## src/rtl/keypad_scan_mux_pkg.sv

```systemverilog
// Shared types and constants for the multiplexed 4x4 keypad reader.
package keypad_pkg;

    localparam int DWELL_N_DEF   = 17;
    localparam int DEB_SCANS_DEF = 4;

    typedef enum logic {IDLE, PRESSED} kp_state_t;

    typedef enum logic [1:0] {RES_NONE, RES_ONE, RES_MULTI} res_kind_t;

    typedef struct packed {
        res_kind_t  kind;
        logic [3:0] code;
    } scan_res_t;

    // Indexed by row*4 + col; entry 15 (row 3, col 3) is leftmost.
    localparam logic [15:0][3:0] KEYMAP = {
        4'hD, 4'hE, 4'hF, 4'h0,
        4'hC, 4'h9, 4'h8, 4'h7,
        4'hB, 4'h6, 4'h5, 4'h4,
        4'hA, 4'h3, 4'h2, 4'h1
    };

    // Code is forced to zero unless exactly one key is down, so results compare cleanly.
    function automatic scan_res_t classify(input logic [15:0] snap);
        scan_res_t  r;
        int         n;
        logic [3:0] k;
        n = 0;
        k = 4'h0;
        for (int i = 0; i < 16; i++) begin
            if (snap[i]) begin
                n++;
                k = KEYMAP[i];
            end
        end
        r.kind = (n == 0) ? RES_NONE : (n == 1) ? RES_ONE : RES_MULTI;
        r.code = (n == 1) ? k : 4'h0;
        return r;
    endfunction

endpackage

```

## src/rtl/keypad_scan_mux_if.sv

```systemverilog
// Keypad-side and key-event signals of the scanner.
interface keypad_scan_mux_if;
    logic [3:0] row;
    logic [3:0] col;
    logic [3:0] key_code;
    logic       key_valid;
    logic       key_down;

    modport master (input row, output col, output key_code, output key_valid, output key_down);
    modport slave  (output row, input col, input key_code, input key_valid, input key_down);
endinterface

```

## src/rtl/keypad_debounce.sv

```systemverilog
// Scan-to-scan debounce and press/release FSM; evaluated only on scan_end.
module keypad_debounce
    import keypad_pkg::*;
#(
    parameter int DEB_SCANS = DEB_SCANS_DEF
) (
    input  logic       clk,
    input  logic       reset,
    input  logic       scan_end,
    input  scan_res_t  res,
    output logic [3:0] key_code,
    output logic       key_valid,
    output logic       key_down
);

    localparam logic [3:0] DEB = 4'(DEB_SCANS);

    kp_state_t  state;
    scan_res_t  prev;
    logic [3:0] cnt;
    logic [3:0] cnt_nx;
    logic       stable;

    always_comb begin
        cnt_nx = 4'd1;
        if (res == prev)
            cnt_nx = (cnt >= DEB) ? DEB : cnt + 4'd1;
        stable = (cnt_nx >= DEB);
    end

    // A multi-key scan is neutral: history, count and state are all left alone.
    always_ff @(posedge clk or posedge reset) begin
        if (reset) begin
            state     <= IDLE;
            prev      <= '{kind: RES_NONE, code: 4'h0};
            cnt       <= 4'd0;
            key_code  <= 4'h0;
            key_valid <= 1'b0;
            key_down  <= 1'b0;
        end else begin
            key_valid <= 1'b0;
            if (scan_end && res.kind != RES_MULTI) begin
                prev <= res;
                cnt  <= cnt_nx;
                case (state)
                    IDLE: begin
                        if (res.kind == RES_ONE && stable) begin
                            state     <= PRESSED;
                            key_code  <= res.code;
                            key_valid <= 1'b1;
                            key_down  <= 1'b1;
                        end
                    end
                    PRESSED: begin
                        if (stable && (res.kind == RES_NONE || res.code != key_code)) begin
                            state    <= IDLE;
                            key_down <= 1'b0;
                        end
                    end
                    default: begin
                        state    <= IDLE;
                        key_down <= 1'b0;
                    end
                endcase
            end
        end
    end

endmodule

```

## src/rtl/keypad_scan_mux.sv

```systemverilog
// Column strobe, row synchronizer and scan snapshot for a 4x4 active-low keypad.
module keypad_scan_mux
    import keypad_pkg::*;
#(
    parameter int DWELL_N   = DWELL_N_DEF,
    parameter int DEB_SCANS = DEB_SCANS_DEF
) (
    input  logic              clk,
    input  logic              reset,
    keypad_scan_mux_if.master kp
);

    localparam logic [DWELL_N+1:0] DWELL_INC = 1;

    logic [3:0]         row_s1, row_s2;
    logic [DWELL_N+1:0] dwell, dwell_nx;
    logic [1:0]         c;
    logic               dwell_end, scan_end;
    logic [15:0]        snap, snap_nx;
    logic [3:0]         col_r;
    scan_res_t          res;

    assign c         = dwell[DWELL_N+1:DWELL_N];
    assign dwell_end = &dwell[DWELL_N-1:0];
    assign scan_end  = dwell_end && (c == 2'd3);
    assign dwell_nx  = dwell + DWELL_INC;

    // Sample on the dwell's last clock so the line and the 2-flop sync have settled.
    always_comb begin
        snap_nx = snap;
        if (dwell_end)
            for (int r = 0; r < 4; r++)
                snap_nx[r*4 + int'(c)] = ~row_s2[r];
    end

    // Column is registered from the next count so it tracks the counter without glitches.
    always_ff @(posedge clk or posedge reset) begin
        if (reset) begin
            row_s1 <= 4'b1111;
            row_s2 <= 4'b1111;
            dwell  <= '0;
            snap   <= '0;
            col_r  <= 4'b1111;
        end else begin
            row_s1 <= kp.row;
            row_s2 <= row_s1;
            dwell  <= dwell_nx;
            snap   <= snap_nx;
            col_r  <= ~(4'b0001 << dwell_nx[DWELL_N+1:DWELL_N]);
        end
    end

    assign kp.col = col_r;
    assign res    = classify(snap_nx);

    keypad_debounce #(.DEB_SCANS(DEB_SCANS)) u_deb (
        .clk       (clk),
        .reset     (reset),
        .scan_end  (scan_end),
        .res       (res),
        .key_code  (kp.key_code),
        .key_valid (kp.key_valid),
        .key_down  (kp.key_down)
    );

endmodule

```

## src/flat_wrapper.sv

```systemverilog
// flat-port wrapper written by rule: the top's interface ports become plain ports
module keypad_scan_mux_flat import keypad_pkg::*;
#(
    parameter int DWELL_N   = DWELL_N_DEF,
    parameter int DEB_SCANS = DEB_SCANS_DEF
)
  (clk, reset, kp_row, kp_col, kp_key_code, kp_key_valid, kp_key_down);
  keypad_scan_mux_if kp_i ();
  input  logic clk;
  input  logic reset;
  input wire logic [$bits(kp_i.row)-1:0] kp_row;
  output wire logic [$bits(kp_i.col)-1:0] kp_col;
  output wire logic [$bits(kp_i.key_code)-1:0] kp_key_code;
  output wire logic [$bits(kp_i.key_valid)-1:0] kp_key_valid;
  output wire logic [$bits(kp_i.key_down)-1:0] kp_key_down;
  assign kp_i.row = kp_row;
  assign kp_col = kp_i.col;
  assign kp_key_code = kp_i.key_code;
  assign kp_key_valid = kp_i.key_valid;
  assign kp_key_down = kp_i.key_down;
  keypad_scan_mux #(.DWELL_N(DWELL_N), .DEB_SCANS(DEB_SCANS)) u_core (.clk(clk), .reset(reset), .kp(kp_i));
endmodule
```

## config.mk

```make
export PLATFORM = sky130hd
export DESIGN_NAME = keypad_scan_mux_flat
export DESIGN_NICKNAME = d
export VERILOG_FILES = /design/src/rtl/keypad_scan_mux_pkg.sv /design/src/rtl/keypad_scan_mux_if.sv /design/src/rtl/keypad_debounce.sv /design/src/rtl/keypad_scan_mux.sv /design/src/flat_wrapper.sv
export SDC_FILE = /design/constraint.sdc
export NUM_CORES = 1
export LEC_CHECK = 0
export BUFFER_PORTS_ARGS = -buffer_cell sky130_fd_sc_hd__buf_4
export CAP_MARGIN = 20
export CORE_ASPECT_RATIO = 1.75
export CORE_UTILIZATION = 45
export DETAILED_ROUTE_END_ITERATION = 7
export PLACE_DENSITY_LB_ADDON = 0.05
export SETUP_SLACK_MARGIN = 0.5
export SKIP_CTS_REPAIR_TIMING = 1
export SYNTH_ARGS = -nofsm -noshare
export SYNTH_HDL_FRONTEND = slang
export SYNTH_SLANG_ARGS = --single-unit
```

## constraint.sdc

```tcl
create_clock -name clk -period 15.4 [get_ports clk]
set_clock_uncertainty 0.05 [all_clocks]
set_input_delay 3.08 -clock clk [delete_from_list [all_inputs] [get_ports clk]]
set_output_delay 3.08 -clock clk [all_outputs]
set_load 0.05 [all_outputs]
```

==> results of run 1 <==
==> routing by layer <==
layer	vias up	GRT usage (%)	part of all wire, %
met3	12	3.03	1.3
met1	1834	24.0	42
met5	-	0	0
met4	0	7.99	1.4
li1	1875	-	-
met2	31	36.6	55
==> area by class of cell <==
cell class | count | area [sq um] | share of cell area [%]
multi-input cells | 408 | 3030 | 56.5
repair buffers | 17 | 128 | 2.38
well taps | 127 | 159 | 2.96
clock buffers | 9 | 225 | 4.20
inverters | 33 | 124 | 2.31
clock inverters | 7 | 80.1 | 1.49
flip-flops and latches | 64 | 1620 | 30.2
==> critical path, delay by kind of cell (launching register included) <==
family / cells / cell delay (ns)
compound gates: 14 / 2.53
fa+ha+maj: 16 / 4.49
xor+xnor: 1 / 0.13
buf+inv: 4 / 0.33
mux: 2 / 0.57
flops: 1 / 0.38
simple gates: 24 / 4.23
==> worst max path at each step <==
stage / to / slack, ns
detailed placement: u_core.u_deb.key_code[2]$_DFFE_PP0P_ / 2.50
global placement: u_core.u_deb.key_code[2]$_DFFE_PP0P_ / 2.84
global route: u_core.u_deb.cnt[0]$_DFFE_PP0P_ / 1.40
finish: u_core.u_deb.key_code[1]$_DFFE_PP0P_ / 2.55
floorplan: u_core.u_deb.key_code[0]$_DFFE_PP0P_ / 4.11
CTS: u_core.u_deb.key_code[1]$_DFFE_PP0P_ / 2.48
==> sequential cells by signal, indices dropped and copies added, names as in the netlist <==
signal / count
u_core.u_deb.state: 1
u_core.dwell: 19
u_core.kp.col: 4
u_core.row_s1: 4
u_core.u_deb.cnt: 4
u_core.u_deb.key_valid: 1
u_core.row_s2: 4
u_core.u_deb.key_down: 1
u_core.snap: 16
u_core.u_deb.prev: 6
u_core.u_deb.key_code: 4
==> power by group through the flow <==
stage          logic [uW]  clock network, uW  registers (uW)
6_report             5.12                205             171
5_1_grt              6.14                220             171
3_3_place_gp         5.43                  0             174
4_1_cts              5.43                212             171
3_5_place_dp         5.42                  0             174
2_1_floorplan        3.13                  0             174
==> placed cells by master, fill, tap and decap left out, drive strengths merged, types with 6 or more instances in the layout <==
| cell type | Yosys | final |
|---|---|---|
| buf | 8 | 17 |
| dfstp | 12 | 12 |
| and2 | 6 | 6 |
| mux2 | 9 | 9 |
| nor3 | 9 | 9 |
| clkbuf | 2 | 9 |
| inv | 30 | 32 |
| ha | 19 | 19 |
| a21oi | 26 | 26 |
| nor2b | 6 | 6 |
| o21ai | 16 | 16 |
| o31ai | 7 | 7 |
| xnor3 | 6 | 6 |
| nor2 | 39 | 39 |
| o21a | 6 | 6 |
| mux2i | 14 | 14 |
| xnor2 | 52 | 52 |
| xor2 | 13 | 13 |
| nand2 | 57 | 57 |
| dfrtp | 52 | 52 |
| a31oi | 9 | 9 |
| nand3 | 26 | 26 |
| and3 | 13 | 13 |
==> metrics by stage <==
step	cell area (sq um)	cells
after global placement	5050	649
after CTS	5360	665
after detailed placement	5050	649
final	5360	665
after floorplan	4830	515
after global routing	5360	665
==> logic make-up (layout without fill, tap and decap cells) <==
family,after synthesis,in the layout,share of synthesized area [%]
AO/OA/AOI/OAI,107,107,15.3
XOR/XNOR,73,73,17.0
adder cells (fa/ha/maj),20,20,5.13
buffers and inverters,43,66,3.91
flip-flops,64,64,33.4
multiplexers,23,23,5.38
AND/OR/NAND/NOR,185,185,19.9
==> run metrics, run 1 <==
status finished, final reports clean; Initial Utilization 46.6%; Post-synth top cells nand2_1 (55), dfrtp_1 (52), xnor2_1 (46); CP startpoint u_core.dwell[0]$_DFF_PP0_; flops & latches, synth 64; Setup TNS 0 ns; grt total ovfl 0; Combinational Power Share 1.3%; P_leak 0.00253 uW; First-pass DRT Iterations 4; routed via count 3752; die width 80.3 um; Die Y 139 um; Post-DP HPWL 8020 um; Port-buffer cells 15; vias per inst 5.64; Worst Min Path Start u_core.row_s1[0]$_DFF_PP1_; Worst-path clk slew 0.06 ns; sequential share of the synthesized area 33.4%; Syn Nets 540; critical path endpoint category register; most frequent cell after synthesis nand2_1; Net Sw Frac 21.8%; post-synth cell types 81; fin worst setup slack about 2.6 ns; post-layout power around 380 uW; share of cells above drive strength 1 16.0%; antenna-violating nets left 0; RSZ-0062 raised after global routing no; power density over the cells around 70 nW/um^2; Worst-Margin Slew 0.807 ns; dpl ws approximately 2.5 ns; Startpoint Class register; Rows roughly 50; Clock Latency Late Sink 0.33 ns; DIE AREA ~11000 sq um; Core ar. 10400 sq um; Layout area overhead 10.9%; Post-synth EDFFs 0; Max Cap Viol 0; largest vdd supply drop 0.0645 mV; R2R Path Start u_core.dwell[0]$_DFF_PP0_; GR Util All Layers 20.5%; hold endpoint u_core.row_s2[0]$_DFF_PP1_; Final Wtd Congestion about 0.83; largest net degree at the start of global routing 65; ys async rst share 100%; Yosys top cell by area dfrtp_1; Post-Syn Instances 515; Max Fanout on Critical Path 10; CTS Buffer Depth 2; Layout Nets between 500 and 600; RR Endpoint u_core.u_deb.key_code[1]$_DFFE_PP0P_; largest cells by area after synthesis dfrtp_1 (27%), xnor2_1 (8.3%), dfstp_2 (6.5%); synthesized area about 4800 sq um; WP data required 15.57 ns; share of the synthesized area in the top cell type between 20% and 30%; Clock power frac around 54%; max frequency 77.8 MHz; Slew Limit Fails 0; drt total wl 10400 um; hold slack 0.305 ns; most frequent cell on the critical path ha_1; Ports 16; Iter 0 DRT Violations ~140; number of diodes 0; drt wl/cell 15.7 um; Worst Hold Class register to register; CTS Sinks 64; Rel. slew slack 45.8%; Flop pwr share between 40 and 50%; final hold vios 0; vias in the first global route around 3700; Worst R2R Setup Slack 2.55 ns; fin crit period 12.85 ns; clock buffer count from CTS 9; CTS tree built; initial antenna violation count 0; Top FF cell, synth dfrtp_1; Ys Warns 0; H-tree depth 3; Critical Path AT 13.01 ns; Hold Crit Depth 0; # setup viols final 0; fillcell total 1003; switching pwr 83.2 uW; DRC 0; max incr delay on CP 0.53 ns; period utilisation layout between 80% and 90%; first-pass GRT wire length 17800 um; clock root cell clkbuf_16; kind of critical path register to register; Final Core Density 51.7%; highest-delay cell along the critical path or3b_1; P_int 298 uW; syn avg cell area about 9.4 sq um; R2R depth just over 60
(Power assumes the default switching activity.)
==> run 2, diff against run 1 <==
Clock period 15.4 ns to 11.7 ns, I/O delays scaled along.
==> run metrics, run 2 (synthesized netlist as in run 1, its figures left out) <==
Worst-Margin Slew 0.822 ns; max incr delay on CP roughly 0.4 ns; CP bufs+invs 6; grt total ovfl 0; Post-DP HPWL 8030 um; most frequent cells in the layout dfrtp_1 (52), nand2_1 (48), buf_4 (47); Layout Nets 589; Port-buffer cells 15; most frequent cell on the critical path ha_4; Final Wtd Congestion around 0.81; GR Util All Layers ~20%; Core ar. 10400 sq um; max frequency 92.6 MHz; clock buffer count from CTS 9; CTS Buffer Depth 2; number of diodes 0; Slew Limit Fails 0; R2R Path Start u_core.dwell[0]$_DFF_PP0_; period utilisation layout between 90% and 100%; power density over the cells 87.5 nW/um^2; post-layout power 518 uW; Layout area overhead 22.5%; fin cells 696; DIE AREA 11200 sq um; largest net degree at the start of global routing 65; First-pass DRT Iterations 4; status finished, final reports clean; H-tree depth 3; Critical Path AT approximately 11 ns; DRC 0; Iter 0 DRT Violations roughly 180; initial antenna violation count 0; Initial Utilization a little under half; final hold vios 0; CP startpoint u_core.dwell[0]$_DFF_PP0_; Clock Latency Late Sink 0.33 ns; Largest register FFs 19; Top reg by flops u_core.dwell; Startpoint Class register; RSZ-0062 raised after global routing yes; Worst Min Path Start u_core.row_s1[3]$_DFF_PP1_; Rel. slew slack 44.8%; placed cell count approximately 660; largest vdd supply drop 0.129 mV; antenna-violating nets left 0; CTS tree built; Max Fanout on Critical Path 4; Final Core Density 57.1%; routed via count 3860; kind of critical path register to register; WP data required 11.85 ns; critical path endpoint category register; Largest regs u_core.dwell: 19 flops, u_core.snap: 16 flops, u_core.u_deb.prev: 6 flops; Worst-path clk slew 0.05 ns; CP top delay family adder cells; Worst Hold Class register to register; most common library cell in the layout ignoring fill and taps dfrtp_1; die width 80.3 um; vias in the first global route roughly 3800; P_leak 0.00273 uW; CTS Sinks 64; vias per inst 5.55; drt total wl 10900 um; Max Cap Viol 0; Rows 49; share of cells above drive strength 1 approximately 29%; clock root cell clkbuf_16; Die Y 139 um; drt wl/cell 15.7 um; first-pass GRT wire length 17400 um; highest-delay cell along the critical path dfrtp_1; # setup viols final 0; fin crit period 10.80 ns; Ports 16
[run 2: changes by cell type in the layout (fill, tap and decap cells not counted), sizes merged]
| cell | previous run | this run |
|---|---|---|
| buf | 17 | 48 |
| bufinv | 1 | 2 |
| inv | 32 | 31 |
| clkinv | 5 | 3 |
| clkbuf | 9 | 11 |
[run 2: report_power, final]
| group | internal (uW) | switching [uW] |
|---|---|---|
| clock network | 192 | 93.9 |
| logic | 1.77 | 5.15 |
| registers | 224 | 1.15 |
| total | 418 | 100 |
[run 2: stage by stage]
step	worst slack [ns]	cell area, sq um	hold WS, ns	setup TNS [ns]
after floorplan	0.531	4840	0.295	0
after global placement	-0.0230	5130	0.296	-0.0640
after detailed placement	-0.124	5130	0.297	-0.360
after CTS	-0.152	5460	0.304	-0.539
after global routing	0.373	5920	0.307	0
final	0.900	5920	0.304	0
[run 2: final cells by class]
class / count / area [sq um]
Multi-Input combinational cell: 408 / 3330
Clock buffer: 11 / 243
Clock inverter: 5 / 80.1
Timing Repair Buffer: 48 / 364
Sequential cell: 64 / 1620
Fill cell: 908 / 4440
Inverter: 33 / 129
Tap cell: 127 / 159
[run 2: worst paths after layout]
kind / endpoint / slack (ns) / cells after the start
setup / recovery: u_core.u_deb.key_code[1]$_DFFE_PP0P_ / 0.90 / 63
hold / removal: u_core.row_s2[3]$_DFF_PP1_ / 0.30 / 0
setup reg to reg: u_core.u_deb.key_code[1]$_DFFE_PP0P_ / 0.90 / 63
hold reg to reg: u_core.row_s2[3]$_DFF_PP1_ / 0.30 / 0
max in group asynchronous: u_core.dwell[14]$_DFF_PP0_ / 8.87 / 3
min in group asynchronous: u_core.u_deb.prev[3]$_DFFE_PP0P_ / 2.21 / 3
[run 2: worst reg2reg max path, delay by kind of cell (launching register included)]
kind	cells	cell delay, ns
DFF	1	0.40
xor gates and xnor gates	1	0.07
AOI/OAI and AO/OA	14	1.96
muxes	2	0.54
adders and majority gates	16	3.97
and+or+nand+nor	24	3.10
buffers and inverters	6	0.59
[run 2: layer usage]
| layer | GRT usage, % | routed length, um |
|---|---|---|
| met5 | 0 | 0 |
| met2 | 37.0 | 6110 |
| met4 | 5.92 | 126 |
| met1 | 22.9 | 4550 |
| met3 | 2.70 | 151 |
